==> src/rtl/delay_sched_pkg.sv <==
// Shared types and default widths for the delay_match_scheduler slice.
package delay_sched_pkg;

    localparam int DEF_NUM_SLOTS = 4;
    localparam int DEF_DELAY_W   = 4;
    localparam int DEF_CNT_W     = 16;

    typedef enum logic {
        IDLE,
        WAIT
    } slot_state_e;

    typedef enum logic [1:0] {
        NONE,
        MATCH,
        MISS
    } result_e;

endpackage

==> src/rtl/delay_slot.sv <==
// One tracker slot: IDLE/WAIT state plus a down-counter loaded from dly on allocation.
module delay_slot
    import delay_sched_pkg::*;
#(
    parameter int DELAY_W = DEF_DELAY_W
) (
    input  logic               clk,
    input  logic               rst,
    input  logic               alloc,
    input  logic [DELAY_W-1:0] dly,
    output logic               active,
    output logic               expiring
);

    slot_state_e        state, state_nx;
    logic [DELAY_W-1:0] cnt, cnt_nx;

    always_ff @(posedge clk) begin
        if (rst) begin
            state <= IDLE;
            cnt   <= '0;
        end else begin
            state <= state_nx;
            cnt   <= cnt_nx;
        end
    end

    // Allocation wins over expiry so a slot can be reused in its expiry cycle.
    always_comb begin
        state_nx = state;
        cnt_nx   = cnt;
        if (alloc) begin
            state_nx = WAIT;
            cnt_nx   = dly;
        end else if (state == WAIT) begin
            cnt_nx = cnt - DELAY_W'(1);
            if (cnt == DELAY_W'(1)) begin
                state_nx = IDLE;
            end
        end
    end

    always_comb begin
        active   = (state == WAIT);
        expiring = (state == WAIT) && (cnt == DELAY_W'(1));
    end

endmodule

==> src/rtl/delay_match_scheduler.sv <==
// Multi-attempt a ##d b checker sharing a pool of tracker slots.
// Optional statistics counters are built when DELAY_SCHED_STATS_EN is defined.
module delay_match_scheduler
    import delay_sched_pkg::*;
#(
    parameter int NUM_SLOTS = DEF_NUM_SLOTS,
    parameter int DELAY_W   = DEF_DELAY_W,
    parameter int CNT_W     = DEF_CNT_W
) (
    input  logic                           clk,
    input  logic                           rst,
    input  logic [DELAY_W-1:0]             cfg_delay,
    input  logic                           cfg_load,
    input  logic                           a,
    input  logic                           b,
    output logic                           match,
    output logic                           miss,
    output logic                           overflow,
    output logic                           busy,
    output logic [$clog2(NUM_SLOTS+1)-1:0] active_count,
    output logic [CNT_W-1:0]               match_count,
    output logic [CNT_W-1:0]               miss_count
);

    localparam int ACT_W = $clog2(NUM_SLOTS + 1);

    logic [DELAY_W-1:0]   dly;
    logic [NUM_SLOTS-1:0] slot_active;
    logic [NUM_SLOTS-1:0] slot_expiring;
    logic [NUM_SLOTS-1:0] alloc;
    logic                 free_found;
    result_e              result_d, result_q;
    logic                 overflow_q;

    for (genvar g = 0; g < NUM_SLOTS; g++) begin : g_slot
        delay_slot #(.DELAY_W(DELAY_W)) u_slot (
            .clk      (clk),
            .rst      (rst),
            .alloc    (alloc[g]),
            .dly      (dly),
            .active   (slot_active[g]),
            .expiring (slot_expiring[g])
        );
    end

    // Delay is frozen while any attempt is in flight, which keeps expiries one per cycle.
    always_ff @(posedge clk) begin
        if (rst) begin
            dly <= DELAY_W'(1);
        end else if (cfg_load && !busy) begin
            dly <= (cfg_delay == '0) ? DELAY_W'(1) : cfg_delay;
        end
    end

    always_comb begin
        alloc      = '0;
        free_found = 1'b0;
        for (int unsigned i = 0; i < NUM_SLOTS; i++) begin
            if (!free_found && (!slot_active[i] || slot_expiring[i])) begin
                free_found = 1'b1;
                alloc[i]   = a;
            end
        end
    end

    always_comb begin
        result_d = NONE;
        if (|slot_expiring) begin
            result_d = b ? MATCH : MISS;
        end
    end

    always_ff @(posedge clk) begin
        if (rst) begin
            result_q   <= NONE;
            overflow_q <= 1'b0;
        end else begin
            result_q   <= result_d;
            overflow_q <= a && !free_found;
        end
    end

    always_comb begin
        active_count = '0;
        for (int unsigned i = 0; i < NUM_SLOTS; i++) begin
            active_count = active_count + ACT_W'(slot_active[i]);
        end
    end

    assign busy     = (active_count != '0);
    assign match    = (result_q == MATCH);
    assign miss     = (result_q == MISS);
    assign overflow = overflow_q;

`ifdef DELAY_SCHED_STATS_EN
    always_ff @(posedge clk) begin
        if (rst) begin
            match_count <= '0;
            miss_count  <= '0;
        end else begin
            if (match && (match_count != '1)) begin
                match_count <= match_count + CNT_W'(1);
            end
            if (miss && (miss_count != '1)) begin
                miss_count <= miss_count + CNT_W'(1);
            end
        end
    end
`else
    assign match_count = '0;
    assign miss_count  = '0;
`endif

endmodule

==> config.mk <==
export PLATFORM = sky130hd
export DESIGN_NAME = delay_match_scheduler
export DESIGN_NICKNAME = d
export VERILOG_FILES = /design/src/rtl/delay_sched_pkg.sv /design/src/rtl/delay_slot.sv /design/src/rtl/delay_match_scheduler.sv
export SDC_FILE = /design/constraint.sdc
export NUM_CORES = 1
export LEC_CHECK = 0
export CORE_MARGIN = 4
export CORE_UTILIZATION = 38
export CTS_BUF_LIST = sky130_fd_sc_hd__clkbuf_16
export DETAILED_ROUTE_END_ITERATION = 7
export PLACE_DENSITY = 0.65
export RECOVER_POWER = 25
export SYNTH_ARGS = -nofsm -noshare
export SYNTH_HDL_FRONTEND = slang
export SYNTH_HIERARCHICAL = 1
export SYNTH_SLANG_ARGS = --single-unit
==> constraint.sdc <==
create_clock -name clk -period 6.25 [get_ports clk]
set_input_delay 1.25 -clock clk [delete_from_list [all_inputs] [get_ports clk]]
set_output_delay 1.25 -clock clk [all_outputs]
set_load 0.01 [all_outputs]
==> results of run 1 <==
-- metrics by stage --
step                utilization  area [um^2]  hold WS (ns)  cells  setup slack (ns)
finish                   0.4352         1934        0.5585    270             2.064
global route             0.4352         1934        0.5898    270             1.906
CTS                      0.4352         1934        0.5697    270             2.053
detailed placement       0.4175         1856        0.5587    266             2.348
global placement         0.4175         1856        0.5624    266             2.383
floorplan                     -         1903        0.4727    236             2.884
-- layout make-up --
class / count / area (um^2)
well taps: 52 / 65.06
inverters: 26 / 97.59
clock buffers: 3 / 75.07
repair buffers: 15 / 150.1
flip-flops and latches: 27 / 540.5
clock inverters: 1 / 3.754
fillers: 454 / 2510
multi-input cells: 146 / 1002
-- registers in the layout, summed over array words and instances (netlist names) --
signal and flops:
g_slot.u_slot/cnt 16, result_q 2, dly 4, g_slot.u_slot/active 4, overflow 1
-- critical path, stage by stage, from the launching register on --
cell	delay, ns
dfxtp_1	0.49
inv_1	0.13
fa_1	0.56
inv_1	0.05
ha_1	0.17
ha_1	0.33
or3_2	0.46
clkdlybuf4s50_1	0.49
-- path summary, 6_finish.rpt --
path	startpoint	to	slack (ns)	depth (start not counted)
setup / recovery	g_slot[0].u_slot/active$_SDFF_PP0_	busy	2.06	7
hold / removal	dly[1]$_SDFFE_PP0P_	g_slot[0].u_slot/cnt[1]$_SDFFE_PP0P_	0.56	2
setup reg to reg	g_slot[0].u_slot/active$_SDFF_PP0_	dly[0]$_SDFFE_PP1P_	3.65	8
hold reg to reg	dly[1]$_SDFFE_PP0P_	g_slot[0].u_slot/cnt[1]$_SDFFE_PP0P_	0.56	2
-- logic make-up after synthesis --
kind of cell | after synthesis | share of synthesized area
AOI/OAI and AO/OA | 30 | 0.1078
DFF | 27 | 0.3025
muxes | 7 | 0.03922
buffers and inverters | 63 | 0.2017
other | 1 | 0.002099
xor gates and xnor gates | 12 | 0.05882
adders and majority gates | 11 | 0.08123
and+or+nand+nor | 54 | 0.2066
-- Yosys cell counts (all sizes together) --
cell type | instances | area [um^2]
nor4b | 6 | 133.9
o21a | 9 | 67.56
nor2 | 21 | 78.83
xor2 | 8 | 70.07
buf | 33 | 247.7
conb | 1 | 3.750
fa | 1 | 20.02
inv | 26 | 97.59
clkbuf | 4 | 15.01
dfxtp | 27 | 540.5
a211o | 4 | 40.04
or3 | 1 | 7.510
nand2 | 9 | 33.78
or3b | 4 | 35.03
and3b | 1 | 8.760
nor2b | 5 | 31.28
ha | 10 | 125.1
nor3 | 3 | 15.01
xnor2 | 4 | 35.03
mux2i | 7 | 70.07
nor4 | 2 | 12.51
nand3 | 1 | 5.000
nor3b | 1 | 7.510
a21oi | 17 | 85.08
-- power breakdown --
group	switching, mW	internal (mW)	total (mW)
logic	0.0412	0.0403	0.0815
registers	0.0175	0.184	0.201
clock network	0.0597	0.0857	0.145
total	0.118	0.310	0.428
-- per-layer routing --
layer	wire length, um	GRT usage	share of wire	vias up
met3	226	0.02837	0.076	5
met5	0	0	0	-
li1	-	-	-	625
met2	1354	0.1749	0.46	50
met4	23	0.02174	0.0077	0
met1	1369	0.1430	0.46	552
==> summary.md, run 1 <==
| Metric | Value |
|---|---|
| Total Power | `0.4281 mW` |
| RSZ-0062 raised after global routing | `false` |
| Vias per cell | `4.563` |
| Setup tns final | `0 ns` |
| Reg clk slew, reported paths | `0.07 ns` |
| Pre-antenna DRT Iters | `4` |
| Status | `complete, no violations` |
| Crit start category | `flip-flop` |
| PD cells | `221.3 nW/um^2` |
| Leakage | `0.8236 nW` |
| Die W | `76.57 um` |
| I/O Pins | `48` |
| RD Place Congestion | `0.7267` |
| Commonest non-fill, non-tap cell in the layout | `conb_1` |
| Worst-margin pin slew | `1.072 ns` |
| CTS tree | `yes` |
| Largest net degree at the start of global routing | `29` |
| Slew Limit Headroom | `0.2831` |
| Clk buf depth | `2` |
| Critical Path Fanout Max | `9` |
| Most frequent cells in the layout | `conb_1, inv_1, dfxtp_1` |
| Syn Std Cell Area | `1787 um^2` |
| Congestion Overflow GR | `0` |
| DP HPWL | `2200 um` |
| Cell count after synthesis | `205` |
| Syn Area/Cell | `8.716 um^2` |
| Total wire length | `2974 um` |
| Ys Warns | `6` |
| Cts bufs inserted | `3` |
| H-tree levels | `1` |
| Post-CTS Hold Fix Bufs | `0` |
| Ratio of cells with drive above 1 in the final layout | `0.06422` |
| Total track usage | `0.1075` |
| Arrival time worst endpoint | `2.94 ns` |
| Hold crit path type | `reg -> reg` |
| Die Area | `5863 um^2` |
| First-pass GRT wire length | `5092 um` |
| Post-synth cell types | `25` |
| Rows | `24` |
| Antenna viol nets, final | `0` |
| Starting Density | `0.4020` |
| Post_cts resized | `0` |
| Final Setup Violations | `0` |
| Number of synthesized register bits | `27` |
| # diodes | `0` |
| Clock Skew | `0.002464 ns` |
| Vias in the first global route | `1117` |
| Post-CTS Setup Bufs | `0` |
| Setup crit end kind | `output port` |
| I/O Buffers | `15` |
| Core Area | `4444 um^2` |
| Antenna violations before repair | `0` |
| First DRT Iteration DRCs | `84` |
| # DRC | `0` |
| Vias | `1232` |
| Max_cap viols | `0` |
| CTS root buffer | `clkbuf_16` |
| Period utilization | `0.6698` |
| Hold Fails Final Rpt | `0` |
| Setup Crit Path Kind | `reg -> out` |
| Max Clock Freq | `238.9 MHz` |
| Clock latency on the worst-skew pair | `0.26 ns` |
| VDD IR-drop max | `172.4 uV` |
| Wirelength per Cell | `11.01 um` |
| Max-slew violations | `0` |
| Worst EP required | `5.00 ns` |
| Sequential element share of the synthesized area | `0.3025` |
| Fin crit period | `4.186 ns` |
| Total Nets Final | `239` |
| Synth-to-Final Area Change | `8.264%` |
| Die height | `76.57 um` |
| Num Clock Sinks | `27` |
(Power assumes the default switching activity.)
==> inputs of run 2 (changes only) <==
--- a/config.mk
+++ b/config.mk
@@ -9,7 +9,7 @@
 export CORE_UTILIZATION = 38
 export CTS_BUF_LIST = sky130_fd_sc_hd__clkbuf_16
 export DETAILED_ROUTE_END_ITERATION = 7
-export PLACE_DENSITY = 0.65
+export PLACE_DENSITY = 0.68
 export RECOVER_POWER = 25
 export SYNTH_ARGS = -nofsm -noshare
 export SYNTH_HDL_FRONTEND = slang
==> constraint.sdc (replaced) <==
create_clock -name clk -period 3.5 [get_ports clk]
set_input_delay 0.7 -clock clk [delete_from_list [all_inputs] [get_ports clk]]
set_output_delay 0.7 -clock clk [all_outputs]
set_load 0.01 [all_outputs]
==> summary.md, run 2 (synthesis gave the netlist of run 1 again) <==
| Metric | Value |
|---|---|
| Slew Limit Headroom | `0.5375 (+0.2544)` |
| Total internal power | `0.5552 mW (+79%)` |
| Antenna viol nets, final | `0 (unchanged)` |
| CTS tree | `yes` |
| Most frequent cells in the layout | `conb_1, inv_1, dfxtp_1` |
| Vias in the first global route | `1083 (-3.0%)` |
| Clock latency on the worst-skew pair | `0.26 ns (about the same)` |
| VDD IR-drop max | `241.0 uV (+40%)` |
| Congestion Overflow GR | `0 (unchanged)` |
| Core Area | `4444 um^2 (unchanged)` |
| # DRC | `0 (unchanged)` |
| Worst-margin pin slew | `0.6938 ns (-0.3780 ns)` |
| I/O Buffers | `15 (unchanged)` |
| Slowest stage delay, CP | `0.49 ns (-0.07 ns)` |
| H-tree levels | `1 (unchanged)` |
| # diodes | `0 (unchanged)` |
| Die Area | `5863 um^2 (unchanged)` |
| Largest reg by FF count | `g_slot.u_slot/cnt` |
| Reg2Reg Depth | `8 (unchanged)` |
| Clock Skew | `0.003234 ns (+0.0007702 ns)` |
| Total Nets Final | `242 (+1.3%)` |
| Switching Fraction | `0.2737 (-0.002823)` |
| Clk pwr share | `0.336 (-0.004)` |
| Max reg flops | `16 (unchanged)` |
| Max Clock Freq | `293.6 MHz` |
| Clk buf depth | `2 (unchanged)` |
| Worst EP required | `2.80 ns (-2.20 ns)` |
| Wirelength per Cell | `11.13 um (+1.1%)` |
| CP max-delay cell | `clkdlybuf4s50_1` |
| Fin crit period | `3.406 ns` |
| First DRT Iteration DRCs | `49 (-42%)` |
| CTS root buffer | `clkbuf_16` |
| Vias per cell | `4.451 (-2.5%)` |
| Psw | `0.2092 mW (+77%)` |
| Hold Fails Final Rpt | `0 (unchanged)` |
| Post-CTS Hold Fix Bufs | `0 (unchanged)` |
| Max_cap viols | `0 (unchanged)` |
| Hold crit path type | `reg -> reg` |
| Worst Setup EP | `busy` |
| PD cells | `390.6 nW/um^2 (+76%)` |
| Ratio of cells with drive above 1 in the final layout | `0.07692 (+0.01270)` |
| Leakage | `0.8326 nW (+1.1%)` |
| Crit start category | `flip-flop` |
| Flop-to-flop setup slack | `1.16 ns (-2.49 ns)` |
| Status | `complete, no violations` |
| Antenna violations before repair | `0 (unchanged)` |
| Synth-to-Final Area Change | `9.524%` |
| Cts bufs inserted | `3 (unchanged)` |
| Num Clock Sinks | `27 (unchanged)` |
| Final Setup Violations | `0 (unchanged)` |
| First-pass GRT wire length | `5092 um (unchanged)` |
| Setup Crit Path Kind | `reg -> out` |
| Pre-antenna DRT Iters | `4 (unchanged)` |
| Die height | `76.57 um (unchanged)` |
| Setup crit end kind | `output port` |
| DP HPWL | `2253 um (+2.4%)` |
| Hold Crit Start | `dly[1]$_SDFFE_PP0P_` |
| Final Cell Area | `1957 um^2 (+1.2%)` |
| Vias | `1215 (-1.4%)` |
| Starting Density | `0.4020 (unchanged)` |
| RD Place Congestion | `0.7775 (+7.0%)` |
| Commonest non-fill, non-tap cell in the layout | `conb_1` |
| Largest net degree at the start of global routing | `16 (-45%)` |
| FF-to-FF Start | `g_slot[3].u_slot/active$_SDFF_PP0_` |
| RSZ-0062 raised after global routing | `false` |
| Setup tns final | `0 ns (unchanged)` |
| Max-slew violations | `0 (unchanged)` |
| Total wire length | `3039 um (+2.2%)` |
| CP cell instances | `inv_1 -> fa_1 -> inv_1 -> ha_1 -> ha_1 -> or3_2 -> clkdlybuf4s50_1` |
| Arrival time worst endpoint | `2.71 ns (-0.23 ns)` |
| Critical Path Fanout Max | `9 (unchanged)` |
| Reg clk slew, reported paths | `0.07 ns (about the same)` |
| Rows | `24 (unchanged)` |
| Total track usage | `0.1088 (+0.001351)` |
| I/O Pins | `48 (unchanged)` |
| Fin cells | `273 (+1.1%)` |
| Crit. Startpoint | `g_slot[3].u_slot/active$_SDFF_PP0_` |
| Worst R2R End | `dly[0]$_SDFFE_PP1P_` |
| Die W | `76.57 um (unchanged)` |
| Post-Place Cell Area | `1878 um^2 (+1.2%)` |
| Logic pwr share | `0.201 (+0.011)` |
| Seq pwr share | `0.463 (-0.007)` |
| # placed instances | `269 (+1.1%)` |
| Period utilization | `0.9731` |
-- run 2: cell types whose count changed in the layout (fill, tap and decap cells not counted) --
| cell | change |
|---|---|
| buf_4 | +2 |
| dfxtp_1 | -1 |
| dlygate4sd3_1 | -1 |
| dfxtp_4 | +1 |
| clkdlybuf4s50_1 | +1 |
| clkbuf_1 | +1 |
-- run 2: timing repair --
| action | in CTS | in global routing |
|---|---|---|
| setup endpoints to repair | 1 | 1 |
| resized for setup | 1 | 1 |
| buffers inserted | 0 | 0 |
-- run 2: critical path, delay by kind of cell, from the launching register on --
family                   cells  cell delay, ns
adder cells (fa/ha/maj)      3            0.98
buffers and inverters        3            0.61
AND/OR/NAND/NOR              1            0.46
flip-flops                   1            0.39
-- run 2: worst min-delay path by stage --
stage                                            to  slack (ns)  cells past startpoint
4_1_cts        g_slot[0].u_slot/cnt[1]$_SDFFE_PP0P_        0.57                      2
2_1_floorplan  g_slot[0].u_slot/cnt[1]$_SDFFE_PP0P_        0.47                      2
5_1_grt        g_slot[0].u_slot/cnt[1]$_SDFFE_PP0P_        0.60                      2
3_5_place_dp   g_slot[0].u_slot/cnt[1]$_SDFFE_PP0P_        0.56                      2
6_report       g_slot[2].u_slot/cnt[1]$_SDFFE_PP0P_        0.56                      2
3_3_place_gp   g_slot[0].u_slot/cnt[1]$_SDFFE_PP0P_        0.56                      2
-- run 2: power by group through the flow --
stage / Combinational (mW) / Sequential (mW) / Clock [mW]
after detailed placement: 0.153 / 0.362 / 0
after floorplan: 0.138 / 0.357 / 0
final: 0.154 / 0.354 / 0.257
after CTS: 0.155 / 0.355 / 0.266
after global routing: 0.175 / 0.357 / 0.279
after global placement: 0.151 / 0.362 / 0
-- run 2: through the flow --
step | power (mW) | setup WS (ns) | utilization | hold WS, ns
2_1_floorplan | 0.4951 | 0.6836 | - | 0.4727
3_3_place_gp | 0.5135 | 0.2719 | 0.4226 | 0.5573
3_5_place_dp | 0.5149 | 0.2738 | 0.4226 | 0.5644
4_1_cts | 0.7761 | 0.05602 | 0.4406 | 0.5717
5_1_grt | 0.8113 | 0.01021 | 0.4403 | 0.5974
6_report | 0.7643 | 0.09404 | 0.4403 | 0.5597
-- run 2: routing by layer --
layer,vias to the layer above,global-route usage,wire (um)
met5,-,0,0
met2,45,0.1784,1303
li1,626,-,-
met4,0,0.04348,46
met3,5,0.02719,206
met1,539,0.1360,1482
-- run 2: final cells by class --
type                            count  area (um^2)
Clock buffer                        3        75.07
Clock inverter                      1        3.754
Fill cell                         435         2487
Inverter                           26        97.59
Multi-Input combinational cell    146         1002
Sequential cell                    27        544.3
Tap cell                           52        65.06
Timing Repair Buffer               18        168.9
==> inputs of run 3 (changes only) <==
--- a/config.mk
+++ b/config.mk
@@ -5,6 +5,7 @@
 export SDC_FILE = /design/constraint.sdc
 export NUM_CORES = 1
 export LEC_CHECK = 0
+export CAP_MARGIN = 20
 export CORE_MARGIN = 4
 export CORE_UTILIZATION = 38
 export CTS_BUF_LIST = sky130_fd_sc_hd__clkbuf_16
==> results of run 3 <==
The final DEF is identical to that of run 2; final timing and power are the same.
